$ cat config.mk
export PLATFORM = sky130hd
export DESIGN_NAME = fifo_drain
export DESIGN_NICKNAME = d
export VERILOG_FILES = /design/src/rtl/fifo_drain_pkg.sv /design/src/rtl/drain_skid.sv /design/src/rtl/fifo_drain.sv
export SDC_FILE = /design/constraint.sdc
export NUM_CORES = 1
export LEC_CHECK = 0
export ABC_CLOCK_PERIOD_IN_PS = 4790
export CORE_UTILIZATION = 45
export DETAILED_ROUTE_END_ITERATION = 12
export PLACE_DENSITY = 0.69
export SLEW_MARGIN = 20
export SYNTH_ARGS = -nofsm -noshare
export SYNTH_HDL_FRONTEND = slang
export SYNTH_SLANG_ARGS = --single-unit
$ cat constraint.sdc
create_clock -name clk_i -period 4.79 [get_ports clk_i]
set_input_delay 0.958 -clock clk_i [delete_from_list [all_inputs] [get_ports clk_i]]
set_output_delay 0.958 -clock clk_i [all_outputs]
set_load 0.1 [all_outputs]
$ cat src/rtl/fifo_drain_pkg.sv
// rtl/fifo_drain_pkg.sv - shared state encoding and sizing constants for fifo_drain
package fifo_drain_pkg;

   typedef enum logic [1:0] {
      IDLE = 2'd0,
      POP  = 2'd1,
      CAPT = 2'd2
   } state_t;

   localparam int SKID_DEPTH = 2;
   localparam int STAT_W     = 32;

endpackage

$ cat src/rtl/drain_skid.sv
// rtl/drain_skid.sv - 2-entry in-order skid buffer holding words popped from the FIFO
module drain_skid
   import fifo_drain_pkg::*;
#(
   parameter int width = 8
) (
   input  logic             clk,
   input  logic             reset,
   input  logic             push,
   input  logic [width-1:0] push_data,
   input  logic             pop,
   output logic [width-1:0] head,
   output logic [1:0]       occ
);

   localparam logic [1:0] FULL = 2'(SKID_DEPTH);

   logic [width-1:0] entry0;
   logic [width-1:0] entry1;
   logic             pop_ok;
   logic             push_ok;

   // A pop frees a slot in the same cycle, so push is allowed into a full buffer when draining.
   assign pop_ok  = pop && (occ != 2'd0);
   assign push_ok = push && ((occ != FULL) || pop_ok);
   assign head    = entry0;

   always_ff @(posedge clk) begin
      if (reset) begin
         entry0 <= '0;
         entry1 <= '0;
         occ    <= 2'd0;
      end else begin
         case ({push_ok, pop_ok})
            2'b10: begin
               if (occ == 2'd0) entry0 <= push_data;
               else             entry1 <= push_data;
               occ <= occ + 2'd1;
            end
            2'b01: begin
               entry0 <= entry1;
               occ    <= occ - 2'd1;
            end
            2'b11: begin
               if (occ == 2'd1) begin
                  entry0 <= push_data;
               end else begin
                  entry0 <= entry1;
                  entry1 <= push_data;
               end
            end
            default: ;
         endcase
      end
   end

endmodule

$ cat src/rtl/fifo_drain.sv
// rtl/fifo_drain.sv - FIFO read-side controller with valid/ready output; FIFO_DRAIN_STATS_EN adds counters
module fifo_drain
   import fifo_drain_pkg::*;
#(
   parameter int width = 8
) (
   input  logic              clk_i,
   input  logic              reset_i,
   input  logic              empty_i,
   input  logic [width-1:0]  fifo_dout_i,
   output logic              rd_en_o,
   output logic [width-1:0]  data_o,
   output logic              valid_o,
   input  logic              ready_i
`ifdef FIFO_DRAIN_STATS_EN
   ,
   output logic [STAT_W-1:0] pop_cnt_o,
   output logic [STAT_W-1:0] stall_cnt_o
`endif
);

   localparam logic [1:0] FULL = 2'(SKID_DEPTH);

   state_t     state;
   state_t     state_next;
   logic [1:0] occ;
   logic       capture;

   always_ff @(posedge clk_i) begin
      if (reset_i) begin
         state   <= IDLE;
         rd_en_o <= 1'b0;
      end else begin
         state   <= state_next;
         rd_en_o <= (state_next == POP);
      end
   end

   // empty_i is only trusted in IDLE; in CAPT it still reflects the FIFO before the last pop.
   always_comb begin
      state_next = state;
      case (state)
         IDLE:    if (!empty_i && (occ < FULL)) state_next = POP;
         POP:     state_next = CAPT;
         CAPT:    state_next = IDLE;
         default: state_next = IDLE;
      endcase
   end

   always_comb begin
      capture = (state == CAPT);
      valid_o = (occ != 2'd0);
   end

   drain_skid #(.width(width)) skid (
      .clk       (clk_i),
      .reset     (reset_i),
      .push      (capture),
      .push_data (fifo_dout_i),
      .pop       (valid_o && ready_i),
      .head      (data_o),
      .occ       (occ)
   );

`ifdef FIFO_DRAIN_STATS_EN
   always_ff @(posedge clk_i) begin
      if (reset_i) begin
         pop_cnt_o   <= '0;
         stall_cnt_o <= '0;
      end else begin
         if (rd_en_o)               pop_cnt_o   <= pop_cnt_o + 1'b1;
         if (valid_o && !ready_i)   stall_cnt_o <= stall_cnt_o + 1'b1;
      end
   end
`endif

endmodule

==> key figures <==
Status
  – Status: finished clean

Critical path
  – Worst setup path endpoint: valid_o
  – Crit path largest cell delay: around 1.1 ns
  – Register-to-register setup slack: 2.81 ns
  – Critical-path top delay cell: clkdlybuf4s50_1
  – Crit Path Category: reg2out
  – Startpoint Class: flip-flop
  – Crit path from: skid.occ[1]
  – Crit-path cells: inv_1 > ha_1 > inv_2 > clkdlybuf4s50_1
  – RR Endpoint: skid.head[5]
  – Crit-path max FO: 6
  – Crit path DAT: 2.31 ns
  – WP data required: 3.83 ns
  – Delay-heaviest family, CP: buffers and inverters
  – Reg-to-reg startpoint: skid.occ[1]
  – Worst r2r path cells: 6
  – CP bufs+invs: 3
  – CP Capture Type: primary output
  – WP depth: 4

Placed design
  – DP HPWL: about 1300 um
  – GP Congestion: a little over 0.7
  – Port Buf Inserts: 21
  – DP Cell Count: between 100 and 150

Power and ir drop
  – Pwr Density: about 580 mW/mm2
  – Net Sw Frac: 50.7%
  – Gate power share: a little under three fifths
  – Switching power: ~0.37 mW
  – Clock Power Share: 11.5%
  – Worst VDD drop: around 370 uV
  – Overall power: 0.726 mW
  – Power share of the sequential group: 31.0%
  – Leak: between 0.5 and 0.6 nW
  – Power Internal: 0.358 mW

Finish
  – Syn-to-layout area delta: 23.4%
  – Final core occ: 61.2%
  – Final net count: around 130
  – Non-filler cells, final: 142
  – Fill cells: 183
  – ANT cells: 0
  – Share of layout cells above drive strength 1: 17.4%

Timing
  – Period utilization: 68.1%
  – Fmax: 0.306 GHz
  – Relative slew slack: 34.3%
  – Worst Skew: 0.00587 ns
  – Hold slack final: 0.506 ns
  – Post-layout min period: 3.26 ns
  – Worst-Margin Slew: 0.982 ns
  – Max Slew Vio Count: 0
  – Setup_tns: 0 ns
  – Final hold violation count: 0
  – Unrepaired setup endpoints after global routing: no
  – # setup viols final: 0

Logic synthesis
  – Number of synthesized register bits: 21
  – Number of synthesized flops with an enable pin: 0
  – Post-synthesis mux area share: 16.8%
  – Top cells by count, synth: 21 x dfxtp_1, 19 x nor2_1, 17 x mux2i_1
  – Post-synthesis net count: 108
  – Prevailing post-synth register cell: dfxtp_1
  – Largest family of logic cells by synthesized area: multiplexers
  – Synth warnings: 0
  – Sequential-to-total area share from yosys stat: 41.5%
  – Cells after Synth: 93
  – Xor/xnor cell area share of the yosys netlist: 0%
  – Compound-gate portion of the synthesized area: 16.4%
  – Syn Std Cell Area: between 0.001 and 0.0015 mm2
  – Post-synthesis simple-gate area fraction: 16.6%
  – Async S/R FF share, synth: 0%
  – Adder-Cell Fraction of Synth Area: 3.71%
  – Area leader, netlist: dfxtp_1
  – Most frequent cell after synthesis: dfxtp_1
  – Yosys cell types: 22
  – Top-area cell type share of the netlist area: about two fifths
  – Synth top area cells: dfxtp_1 42%, mux2i_1 17%, a211oi_2 9.9%
  – Syn_area_per_cell: 10.9 um2

Global routing
  – GRT Util Overall: ~17%
  – First-pass GRT wire length: about 3200 um
  – Total grt overflow: 0
  – Vias in the first global route: roughly 720
  – Initial antenna violation count: 0
  – Largest net degree at the start of global routing: 21

Routing
  – Vias: roughly 740
  – Pre-antenna DRT Iters: 4
  – Residual DRC: 0
  – ANT nets after route: 0
  – Post-DR vias/cell: a little over 5
  – Average wire per standard cell: 13.0 um
  – WL final: 1850 um
  – First DRT Iteration DRCs: 6

Floorplanning
  – Die area: between 0.002 and 0.0025 mm2
  – Starting density of the core: 49.6%
  – Core area: just over 0.002 mm2
  – I/O pins: 22
  – Die W: 49.4 um
  – FP Rows: 16
  – Die Y: 49.4 um

Flow run
  – Max-cap violation count: 0

Hold path
  – Hold wc startpoint: skid.entry1[4]
  – Min-Delay Path Depth: 2
  – Tightest Hold Check Type: reg2reg

Clock tree
  – # Post-CTS Setup Buffers: 0
  – CTS resizes: 0
  – Hold Buf Count CTS: 0
  – Worst-Skew Late Latency: ~0.3 ns
  – Clk root buf: clkbuf_4
  – Clk sinks: 21
  – Clock slew at reported path FFs: 0.12 ns
  – H-tree depth: 1
  – CTS Buf Count: 3
  – TritonCTS clock tree: yes
  – Clk buf depth: 2
cell usage in the layout (no fill, tap or decap), types with 2 or more instances in the layout:
cell type / count
clkdlybuf4s50_1: 21
dfxtp_1: 21
nor2_1: 19
mux2i_1: 17
a211oi_2: 8
inv_1: 3
nor3_1: 3
o21ai_0: 3
ha_1: 3
clkbuf_4: 3
nand2b_4: 2
nor3b_1: 2
state kept, by name (all words and copies together) (netlist names):
| signal | count |
|---|---|
| skid.head | 8 |
| rd_en_o | 1 |
| skid.occ | 2 |
| state | 2 |
| skid.entry1 | 8 |
power by group through the flow:
stage               sequential (mW)  combinational, mW  clock, mW
CTS                           0.225              0.420     0.0878
detailed placement            0.229              0.418          0
floorplan                     0.377              0.195          0
global placement              0.228              0.412          0
finish                        0.225              0.418     0.0836
global route                  0.230              0.439     0.0942
final cells by class:
class | count | area [um2] | area share [%]
clock buffers | 3 | 22.5 | 1.80
clock inverters | 1 | 5.00 | 0.401
multi-input cells | 65 | 542 | 43.4
well taps | 27 | 33.8 | 2.71
flip-flops and latches | 21 | 420 | 33.7
repair buffers | 21 | 210 | 16.8
inverters | 4 | 15.0 | 1.20
worst min path at each step:
stage	to	slack, ns
finish	skid.entry1[4]	0.51
global route	rd_en_o	0.53
CTS	rd_en_o	0.51
detailed placement	rd_en_o	0.48
global placement	rd_en_o	0.46
floorplan	rd_en_o	0.45
worst register-to-register path, cell delays in order, from the launching register on:
cell,delay [ns]
dfxtp_1,0.37
inv_1,0.11
ha_1,0.21
inv_2,0.08
o31ai_4,0.73
nor2_1,0.15
a211oi_2,0.24
kinds of logic (layout without fill, tap and decap cells):
family	Yosys count	count (layout)
simple gates	30	30
mux	17	17
compound gates	15	15
flops	21	21
buf+inv	7	29
fa+ha+maj	3	3
per-layer routing:
| layer | vias to the layer above | global-route usage [%] | routed length [um] |
|---|---|---|---|
| met5 | - | 0 | 0 |
| li1 | 371 | - | - |
| met2 | 20 | 32.2 | 932 |
| met3 | 2 | 4.67 | 88 |
| met1 | 342 | 19.5 | 816 |
| met4 | 0 | 4.29 | 14 |
metrics by stage:
stage / cell area, um2 / setup WS [ns]
2_1_floorplan: 1010 / 2.79
3_3_place_gp: 1220 / 1.91
3_5_place_dp: 1220 / 1.88
4_1_cts: 1250 / 1.52
5_1_grt: 1250 / 1.42
6_report: 1250 / 1.53
Power figures use the tool's default switching activity.
